File: src/rtl/bcd_time_keeper_pkg.sv
// clock_pkg: shared definitions for the BCD time-of-day core.
//   - BCD digit widths for each time field
//   - field limits (59 s, 59 min, 23 h, 12 h noon)
//   - packed 24-bit time record and its bit offsets inside load_time
//   - helpers: BCD-to-binary value, load validation, 12h display mapping
package clock_pkg;

    localparam int unsigned UNIT_W  = 4;
    localparam int unsigned HRS_D_W = 2;
    localparam int unsigned MIN_D_W = 3;
    localparam int unsigned SEC_D_W = 3;

    localparam int unsigned SEC_MAX = 59;
    localparam int unsigned MIN_MAX = 59;
    localparam int unsigned HRS_MAX = 23;
    localparam int unsigned HRS_12  = 12;

    typedef struct packed {
        logic [3:0] hrs_d;
        logic [3:0] hrs_u;
        logic [3:0] min_d;
        logic [3:0] min_u;
        logic [3:0] sec_d;
        logic [3:0] sec_u;
    } bcd_time_t;

    localparam int unsigned HRS_D_LSB = 20;
    localparam int unsigned HRS_U_LSB = 16;
    localparam int unsigned MIN_D_LSB = 12;
    localparam int unsigned MIN_U_LSB = 8;
    localparam int unsigned SEC_D_LSB = 4;
    localparam int unsigned SEC_U_LSB = 0;

    function automatic int unsigned bcd_val(input logic [3:0] d, input logic [3:0] u);
        return 32'(d) * 10 + 32'(u);
    endfunction

    function automatic logic valid_time(input bcd_time_t t);
        logic digits_ok;
        digits_ok = (t.hrs_d <= 4'd9) && (t.hrs_u <= 4'd9) &&
                    (t.min_d <= 4'd9) && (t.min_u <= 4'd9) &&
                    (t.sec_d <= 4'd9) && (t.sec_u <= 4'd9);
        return digits_ok &&
               (bcd_val(t.sec_d, t.sec_u) <= SEC_MAX) &&
               (bcd_val(t.min_d, t.min_u) <= MIN_MAX) &&
               (bcd_val(t.hrs_d, t.hrs_u) <= HRS_MAX);
    endfunction

    // Returns {pm, tens[1:0], units[3:0]} for a 24h BCD hour.
    function automatic logic [6:0] disp_hours(input logic [7:0] h, input logic mode12);
        int unsigned bin;
        int unsigned v;
        logic        pm;
        bin = bcd_val(h[7:4], h[3:0]);
        pm  = (bin >= HRS_12);
        v   = bin;
        if (mode12) begin
            if (bin == 0)
                v = HRS_12;
            else if (bin > HRS_12)
                v = bin - HRS_12;
        end
        return {pm, 2'(v / 10), 4'(v % 10)};
    endfunction

endpackage

File: src/rtl/bcd_time_keeper_counter.sv
// bcd_mod_counter: two-digit BCD register that wraps to 00 after MAX_D:MAX_U.
//   clk, reset     : clock, async active-high reset to RESET_D:RESET_U
//   inc            : advance by one (units 9 carry into tens)
//   load, load_d/u : parallel load, has priority over inc
//   d, u           : tens / units digits
//   carry          : inc applied while at the maximum (wrap to 00)
module bcd_mod_counter #(
    parameter int unsigned    D_W     = 3,
    parameter logic [D_W-1:0] MAX_D   = D_W'(5),
    parameter logic [3:0]     MAX_U   = 4'd9,
    parameter logic [D_W-1:0] RESET_D = '0,
    parameter logic [3:0]     RESET_U = 4'd0
) (
    input  logic           clk,
    input  logic           reset,
    input  logic           inc,
    input  logic           load,
    input  logic [D_W-1:0] load_d,
    input  logic [3:0]     load_u,
    output logic [D_W-1:0] d,
    output logic [3:0]     u,
    output logic           carry
);

    logic at_max;

    assign at_max = (d == MAX_D) && (u == MAX_U);
    assign carry  = inc && !load && at_max;

    always_ff @(posedge clk or posedge reset) begin
        if (reset) begin
            d <= RESET_D;
            u <= RESET_U;
        end else if (load) begin
            d <= load_d;
            u <= load_u;
        end else if (inc) begin
            if (at_max) begin
                d <= '0;
                u <= '0;
            end else if (u == 4'd9) begin
                d <= d + 1'b1;
                u <= '0;
            end else begin
                u <= u + 1'b1;
            end
        end
    end

endmodule

File: src/rtl/bcd_time_keeper.sv
// bcd_time_keeper: 1 Hz prescaler plus BCD hh:mm:ss with same-cycle ripple,
// load with validation, set buttons, run/pause and 12h/24h display.
//   clk, reset          : pixel clock, async active-high reset
//   run                 : prescaler enable
//   mode_12h_set        : toggle display mode
//   inc_min, inc_hrs    : set buttons (minutes zero the seconds)
//   load_valid/load_time: load request, {hh,mm,ss} 24h BCD
//   load_ack, load_err  : one-cycle load result
//   hrs_d/hrs_u, pm     : registered display hours
//   min_*, sec_*        : internal minute / second digits
//   mode_12h, sec_pulse : current mode, pulse per applied 1 Hz advance
module bcd_time_keeper
    import clock_pkg::*;
#(
    parameter int unsigned CLK_HZ           = 31_500_000,
    parameter logic        MODE_12H_DEFAULT = 1'b0,
    parameter logic [7:0]  RESET_HRS        = 8'h10,
    parameter logic [7:0]  RESET_MIN        = 8'h15,
    parameter logic [7:0]  RESET_SEC        = 8'h00
) (
    input  logic        clk,
    input  logic        reset,
    input  logic        run,
    input  logic        mode_12h_set,
    input  logic        inc_min,
    input  logic        inc_hrs,
    input  logic        load_valid,
    input  logic [23:0] load_time,
    output logic        load_ack,
    output logic        load_err,
    output logic [1:0]  hrs_d,
    output logic [3:0]  hrs_u,
    output logic [2:0]  min_d,
    output logic [3:0]  min_u,
    output logic [2:0]  sec_d,
    output logic [3:0]  sec_u,
    output logic        pm,
    output logic        mode_12h,
    output logic        sec_pulse
);

    localparam int unsigned     PS_W       = (CLK_HZ > 1) ? $clog2(CLK_HZ) : 1;
    localparam logic [PS_W-1:0] PS_LAST    = PS_W'(CLK_HZ - 1);
    localparam logic [6:0]      RESET_DISP = disp_hours(RESET_HRS, MODE_12H_DEFAULT);

    logic [PS_W-1:0] prescaler;
    logic            tick;
    logic            tick_pending;
    bcd_time_t       ld;
    logic            load_accept;
    logic            load_reject;
    logic            do_inc_min;
    logic            do_inc_hrs;
    logic            free_cycle;
    logic            advance;
    logic            sec_carry;
    logic            min_carry;
    logic            day_wrap_unused;
    logic [1:0]      int_hrs_d;
    logic [3:0]      int_hrs_u;

    assign ld          = load_time;
    assign load_accept = load_valid && valid_time(ld);
    assign load_reject = load_valid && !valid_time(ld);
    assign do_inc_min  = inc_min && !load_valid;
    assign do_inc_hrs  = inc_hrs && !load_valid;
    assign free_cycle  = !load_valid && !inc_min && !inc_hrs;
    assign tick        = run && (prescaler == PS_LAST);
    assign advance     = free_cycle && (tick || tick_pending);

    always_ff @(posedge clk or posedge reset) begin
        if (reset) begin
            prescaler <= '0;
        end else if (load_accept) begin
            prescaler <= '0;
        end else if (run) begin
            prescaler <= (prescaler == PS_LAST) ? '0 : prescaler + 1'b1;
        end
    end

    // A tick blocked by an inc (or rejected load) is parked for the next free
    // cycle; if a fresh tick lands on that free cycle as well, one is applied
    // and the other stays parked.
    always_ff @(posedge clk or posedge reset) begin
        if (reset) begin
            tick_pending <= 1'b0;
        end else if (load_accept) begin
            tick_pending <= 1'b0;
        end else if (!free_cycle) begin
            tick_pending <= tick_pending || tick;
        end else begin
            tick_pending <= tick_pending && tick;
        end
    end

    bcd_mod_counter #(
        .D_W     (SEC_D_W),
        .MAX_D   (SEC_D_W'(SEC_MAX / 10)),
        .MAX_U   (4'(SEC_MAX % 10)),
        .RESET_D (RESET_SEC[4 +: SEC_D_W]),
        .RESET_U (RESET_SEC[3:0])
    ) u_sec (
        .clk    (clk),
        .reset  (reset),
        .inc    (advance),
        .load   (load_accept || do_inc_min),
        .load_d (load_accept ? load_time[SEC_D_LSB +: SEC_D_W] : '0),
        .load_u (load_accept ? load_time[SEC_U_LSB +: UNIT_W] : '0),
        .d      (sec_d),
        .u      (sec_u),
        .carry  (sec_carry)
    );

    bcd_mod_counter #(
        .D_W     (MIN_D_W),
        .MAX_D   (MIN_D_W'(MIN_MAX / 10)),
        .MAX_U   (4'(MIN_MAX % 10)),
        .RESET_D (RESET_MIN[4 +: MIN_D_W]),
        .RESET_U (RESET_MIN[3:0])
    ) u_min (
        .clk    (clk),
        .reset  (reset),
        .inc    (do_inc_min || sec_carry),
        .load   (load_accept),
        .load_d (load_time[MIN_D_LSB +: MIN_D_W]),
        .load_u (load_time[MIN_U_LSB +: UNIT_W]),
        .d      (min_d),
        .u      (min_u),
        .carry  (min_carry)
    );

    // Minute wrap from the set button must not reach the hours.
    bcd_mod_counter #(
        .D_W     (HRS_D_W),
        .MAX_D   (HRS_D_W'(HRS_MAX / 10)),
        .MAX_U   (4'(HRS_MAX % 10)),
        .RESET_D (RESET_HRS[4 +: HRS_D_W]),
        .RESET_U (RESET_HRS[3:0])
    ) u_hrs (
        .clk    (clk),
        .reset  (reset),
        .inc    (do_inc_hrs || (min_carry && !do_inc_min)),
        .load   (load_accept),
        .load_d (load_time[HRS_D_LSB +: HRS_D_W]),
        .load_u (load_time[HRS_U_LSB +: UNIT_W]),
        .d      (int_hrs_d),
        .u      (int_hrs_u),
        .carry  (day_wrap_unused)
    );

    always_ff @(posedge clk or posedge reset) begin
        if (reset) begin
            mode_12h  <= MODE_12H_DEFAULT;
            load_ack  <= 1'b0;
            load_err  <= 1'b0;
            sec_pulse <= 1'b0;
            {pm, hrs_d, hrs_u} <= RESET_DISP;
        end else begin
            if (mode_12h_set)
                mode_12h <= !mode_12h;
            load_ack  <= load_accept;
            load_err  <= load_reject;
            sec_pulse <= advance;
            {pm, hrs_d, hrs_u} <= disp_hours({2'b00, int_hrs_d, int_hrs_u}, mode_12h);
        end
    end

endmodule

File: config.mk
export PLATFORM = sky130hd
export DESIGN_NAME = bcd_time_keeper
export DESIGN_NICKNAME = d
export VERILOG_FILES = /design/src/rtl/bcd_time_keeper_pkg.sv /design/src/rtl/bcd_time_keeper_counter.sv /design/src/rtl/bcd_time_keeper.sv
export SDC_FILE = /design/constraint.sdc
export NUM_CORES = 1
export LEC_CHECK = 0
export CORE_MARGIN = 2
export CORE_UTILIZATION = 30
export CTS_CLUSTER_DIAMETER = 30
export CTS_CLUSTER_SIZE = 20
export DETAILED_ROUTE_END_ITERATION = 7
export SETUP_SLACK_MARGIN = 0.3
export SYNTH_ARGS = -nofsm -noshare
export SYNTH_HDL_FRONTEND = slang
export SYNTH_HIERARCHICAL = 1
export SYNTH_SLANG_ARGS = --single-unit
File: constraint.sdc
create_clock -name clk -period 11.8 [get_ports clk]
set_input_delay 1.77 -clock clk [delete_from_list [all_inputs] [get_ports clk]]
set_output_delay 1.77 -clock clk [all_outputs]
set_load 0.005 [all_outputs]
# Yosys cells after proc, flatten, opt, wreduce, memory -nomap -nowiden
# Cells that the tools add are included.
# W data, S select, Z words.
# totals
regBits	57
input_bits	31
output_inout_bits	25
wordCells	134
# classes
add_sub_neg	12
n_mul	4
n_div	2
order_cmp	11
n_eq_ne	8
n_mux	34
reduce_logical	48
# ops
cell	count
$mux W32	3
$mux W25	3
$mux W4	13
$div A32 B4 Y32 const B	1
$logic_not A32 Y1	1
$mod A32 B4 Y32 const B	1
$add A8 B4 Y9	3
$mux W3	9
$add A25 B1 Y25 const B	1
$eq A25 B25 Y1 const B	1
$logic_and A1 B1 Y1	25
$le A4 B4 Y1 const B	6
$mul A4 B3 Y7 const B	3
$le A9 B6 Y1 const B	2
$add A4 B1 Y4 const B	3
$eq A4 B4 Y1 const B	3
$le A9 B5 Y1 const B	1
$reduce_bool A3 Y1	3
$logic_not A1 Y1	8
$mux W2	4
$reduce_bool A2 Y1	4
$sub A7 B4 Y8 const B	1
$add A6 B4 Y7	1
$ge A7 B4 Y1 const B	1
10 further kinds	18

# Depth between registers and ports, before layout
# logic_depth
depth_word	21
ltp_mapped	22

# Modules after synthesis
# The synthesis kept the hierarchy.
# by_module_without_submodules
mod	instances	cells_each	area_each_um2	seq_area_each_um2
bcd_time_keeper	1	367	3254.4	927.1
bcd_mod_counter at u_min	1	52	481.7	178.9
bcd_mod_counter at u_sec	1	52	478.0	175.2
bcd_mod_counter at u_hrs	1	47	416.6	151.4

# Least setup slack after synthesis
# OpenSTA, ideal clock, no wires.
# synth_path
path_type	input to register
startpoint	input port load_time[5]
endpoint	register u_hrs.d[0]
setup_ns	0.077
arrival_time_ns	6.082
required_time_ns	11.723
setup_slack_ns	5.641
cell_stages	22
n_path_buf	3
cell_sequence	ha_1 -> ha_1 -> fa_1 -> xnor2_1 -> o21ai_1 -> a211oi_1 -> o221ai_1 -> and4b_1 -> buf_2 -> and2_1 -> buf_4 -> nand2b_1 -> clkbuf_1 -> nor3_1 -> nand2b_1 -> nand4b_4 -> nor3_1 -> nand2_1 -> o21ai_0 -> nand2_1 -> or4b_1 -> a31oi_1
# synth_via
elab_chain_len	18
elab_cells_between_ends	24
cone_classes	add/sub: 1; mul: 1; order compare: 2; mux: 1; reduce/logical: 19
# synth_lines
element	line	rtl
start, declared	bcd_time_keeper.sv:28	input logic [23:0] load_time,
$mul A4 B3 Y7 or $le A4 B4 Y1 (tied branches)	bcd_time_keeper_pkg.sv:35, bcd_time_keeper_pkg.sv:42	
$add A8 B4 Y9 or $logic_and A1 B1 Y1 (tied branches)	bcd_time_keeper_pkg.sv:35, bcd_time_keeper_pkg.sv:41	
$le A9 B6 Y1 or $logic_and A1 B1 Y1 (tied branches)	bcd_time_keeper_pkg.sv:44, bcd_time_keeper_pkg.sv:42	
$logic_and A1 B1 Y1 (*)	bcd_time_keeper_pkg.sv:43	return digits_ok &&
$logic_and A1 B1 Y1 (*)	bcd_time_keeper_pkg.sv:44	(bcd_val(t.sec_d, t.sec_u) <= SEC_MAX) &&
$logic_and A1 B1 Y1 (*)	bcd_time_keeper_pkg.sv:45	(bcd_val(t.min_d, t.min_u) <= MIN_MAX) &&
$logic_and A1 B1 Y1 (*)	bcd_time_keeper.sv:63	assign load_accept = load_valid && valid_time(ld);
net load_accept	bcd_time_keeper.sv:50	logic load_accept;
[... 4 more ...]	--	
net sec_carry	bcd_time_keeper.sv:56	logic sec_carry;
$logic_or A1 B1 Y1 (*)	bcd_time_keeper.sv:123	.inc (do_inc_min || sec_carry),
$logic_and A1 B1 Y1 (*) (2 in series)	bcd_time_keeper_counter.sv:28	assign carry = inc && !load && at_max;
net min_carry	bcd_time_keeper.sv:57	logic min_carry;
$logic_and A1 B1 Y1 (*)	bcd_time_keeper.sv:142	.inc (do_inc_hrs || (min_carry && !do_inc_min)),
$logic_or A1 B1 Y1 (*)	bcd_time_keeper.sv:142	
$reduce_bool A2 Y1 (no line) (*)	--	
$reduce_and A2 Y1 (no line) (*)	--	
end signal, assigned	bcd_time_keeper_counter.sv:35	d <= load_d;
end signal, assigned	bcd_time_keeper_counter.sv:42	d <= d + 1'b1;
end, declared	bcd_time_keeper_counter.sv:20	output logic [D_W-1:0] d,
# The timed path passes the listed nets; every way through them passes the cells marked *.
# A chain may end at the register's enable or synchronous reset.

# Worst setup path in the final report
# layout_path
startpoint	input port load_time[13]
endpoint	register u_hrs.d[0]
# layout_via
elab_chain_len	20
elab_cells_between_ends	26
cone_classes	add/sub: 1; mul: 1; order compare: 2; mux: 1; reduce/logical: 21
# layout_lines
element	line	rtl
parallel branches: the longest is 6 deep, another holds $add A8 B4 Y9	--	
$logic_and A1 B1 Y1 (*)	bcd_time_keeper_pkg.sv:44	
$logic_and A1 B1 Y1 (*)	bcd_time_keeper_pkg.sv:45	
$logic_and A1 B1 Y1 (*)	bcd_time_keeper.sv:63	
$logic_or A1 B1 Y1 (*)	bcd_time_keeper.sv:106	.load (load_accept || do_inc_min),
$logic_not A1 Y1 (*)	bcd_time_keeper_counter.sv:28	
$logic_and A1 B1 Y1 (*) (2 in series)	bcd_time_keeper_counter.sv:28	
net sec_carry	bcd_time_keeper.sv:56	
$logic_or A1 B1 Y1 (*)	bcd_time_keeper.sv:123	
$logic_and A1 B1 Y1 (*) (2 in series)	bcd_time_keeper_counter.sv:28	
net min_carry	bcd_time_keeper.sv:57	
$logic_and A1 B1 Y1 (*)	bcd_time_keeper.sv:142	
$logic_or A1 B1 Y1 (*)	bcd_time_keeper.sv:142	
$reduce_bool A2 Y1 (no line) (*)	--	
$reduce_and A2 Y1 (no line) (*)	--	
# Mark *: on every way through the listed nets, which the timed path passes.

==> out/metrics.yaml <==
outcome:
  outcome: "finished clean"
cts:
  postCtsSetupRepairBufs: 0
  cts_buffers: 9
  clkTransAtPathRegs_ns: 0.05
  root_buffer: "clkbuf_16"
  cts_num_sinks: 57
  htreeDepth: 3
  clk_latency_ns: 0.33
  cts_buffer_depth: 2
  cts-resized-gates: 0
  cts_tree: "done"
  ctsHoldBuffers: 0
min_path:
  hp-class: "flip-flop to flip-flop"
synth:
  avgSynthCellArea_um2: 8.94
  syn_inst: 517
  yosys_warnings: 6
  mappedNetlistNets: 591
  syn_area_um2: 4620
timing:
  min_period_ns: 7.12
  setup_tns_ns: 0
  clock_skew_ns: 0.00676
  slew_viol_final: 0
  fmax_mhz: 140
  worst_pin_slew_ns: 1.00
  rsz0062_at_grt: "no"
  setup_viol: 0
  whs_ns: 0.564
  period_share: 0.604
  slew_headroom: 0.332
  hold_violations: 0
power_and_ir_drop:
  total_power_mw: 1.35
  clkPwrFrac: 0.233
  p_leak_nw: 2.52
  power_density_nw_per_um2: 235
  p_sw_frac: 0.403
  pwr-share-seq: 0.228
  ir_drop_uv: 110
  combPwrFrac: 0.539
  p_sw_mw: 0.542
  intPower_mw: 0.803
global_routing:
  grt_pass1_vias: 4064
  grt_overflow: 0
  antenna_found_initial: 0
  track_usage: 0.145
  grt_max_degree: 38
  grt_pass1_wl_mm: 19.3
setup_path:
  crit_arrival_ns: 7.38
  cp-end-kind: "flip-flop"
  crit_type: "primary input to flip-flop"
  required_ns: 12.06
  worstPathMaxFanout: 35
  start_kind: "primary input"
floorplan:
  die_height_um: 128
  dieArea_um2: 16400
  initial_core_util: 0.305
  die_w_um: 128
  core_area_um2: 15100
  rows: 45
  io_pins: 56
placed_design:
  gp_congestion: 0.880
  dpl.hpwl_mm: 8.61
  dp.cells: 748
  io_buffer_count: 55
route:
  num_vias: 4012
  wl_per_cell_um: 14.7
  drtAntennaViolNets: 0
  drc: 0
  drtPass1Iterations: 6
  wl_mm: 11.2
  drtIter0Drc: 227
  avgViaCountPerCell: 5.25
layout:
  instances_no_fill: 764
  area_delta_synth_final_pct: 23.7
  drive_above_1_share: 0.0816
  fin_nets: 645
  fill_cells: 1512
  final_util: 0.378
  diodes: 0
job:
  max_cap_viol_count: 0
==> power by group through the flow <==
stage / combinational [mW] / sequential [mW] / clock [mW]
after global routing: 0.812 / 0.317 / 0.330
final: 0.725 / 0.306 / 0.314
after floorplan: 0.561 / 0.297 / 0
after CTS: 0.727 / 0.307 / 0.321
after global placement: 0.694 / 0.308 / 0
after detailed placement: 0.723 / 0.309 / 0
==> cells in the final DEF, fill, tap and decap left out, drive strengths merged, types with 5 or more instances in the layout <==
cell           instances
nand2                 35
a31oi                  5
clkdlybuf4s50         55
clkbuf                12
o211ai                 5
nand4                 11
nor3                  13
inv                   27
mux2i                  7
dfrtp                 52
nor2b                 13
or2                    5
nand3b                 7
fa                     7
ha                    36
xor2                  11
a21oi                 34
a21boi                 6
or3                    8
a2bb2oi                6
xnor2                 14
a21o                  13
dfstp                  5
and3                   7
nand2b                 8
o21ai                 35
nor2                  43
nand3                 21
==> worst max-delay path: stages <==
cell,delay (ns)
clkdlybuf4s50_1,0.52
ha_1,0.35
ha_1,0.23
fa_1,0.39
xnor2_1,0.25
o21ai_1,0.12
a211oi_1,0.24
o221ai_1,0.19
and4b_1,0.30
and2_1,0.19
buf_4,0.22
nand2b_1,0.34
nor3_1,0.30
nand2b_1,0.31
nand4b_4,0.18
nor3_1,0.22
nand2_1,0.07
o21ai_0,0.25
nand2_1,0.23
or4b_1,0.51
a31oi_1,0.18
==> metal layers <==
layer / GRT usage / part of all wire / vias up
li1: - / - / 1995
met1: 0.188 / 0.46 / 1904
met2: 0.242 / 0.47 / 100
met3: 0.0384 / 0.053 / 13
met4: 0.0368 / 0.010 / 0
met5: 0 / 0 / -
==> sequential cells by signal, summed over array words and instances, names as in the netlist <==
register,flops
u_hrs/u,4
hrs_d,2
load_err,1
tick_pending,1
u_min/u,4
mode_12h,1
u_sec/d,3
sec_pulse,1
u_hrs/d,2
u_sec/u,4
u_min/d,3
pm,1
prescaler,25
hrs_u,4
load_ack,1
==> area by class of cell <==
type / instances / area (um^2) / share of cell area
Multi-Input combinational cell: 418 / 3010 / 0.527
Sequential cell: 57 / 1430 / 0.251
Timing Repair Buffer: 58 / 573 / 0.100
Clock buffer: 12 / 267 / 0.0466
Tap cell: 188 / 235 / 0.0411
Inverter: 27 / 101 / 0.0177
Clock inverter: 4 / 97.6 / 0.0171
==> metrics by stage <==
stage | worst slack [ns] | area (um^2)
2_1_floorplan | 5.64 | 4620
3_3_place_gp | 4.59 | 5350
3_5_place_dp | 4.37 | 5350
4_1_cts | 4.68 | 5720
5_1_grt | 4.26 | 5720
6_report | 4.68 | 5720
==> final timing paths <==
path / from / endpoint / slack (ns) / depth (start not counted)
min in group asynchronous: reset / u_hrs/u[2]$_DFFE_PP0P_ / 1.86 / 2
setup reg to reg: prescaler[17]$_DFFE_PP0P_ / u_hrs/d[0]$_DFFE_PP1P_ / 7.41 / 16
hold / removal: prescaler[24]$_DFFE_PP0P_ / prescaler[24]$_DFFE_PP0P_ / 0.56 / 1
hold reg to reg: prescaler[24]$_DFFE_PP0P_ / prescaler[24]$_DFFE_PP0P_ / 0.56 / 1
setup / recovery: load_time[13] / u_hrs/d[0]$_DFFE_PP1P_ / 4.68 / 21
max in group asynchronous: reset / hrs_d[0]$_DFF_PP1_ / 9.40 / 3
No activity file was read; power rests on OpenSTA's default activity.
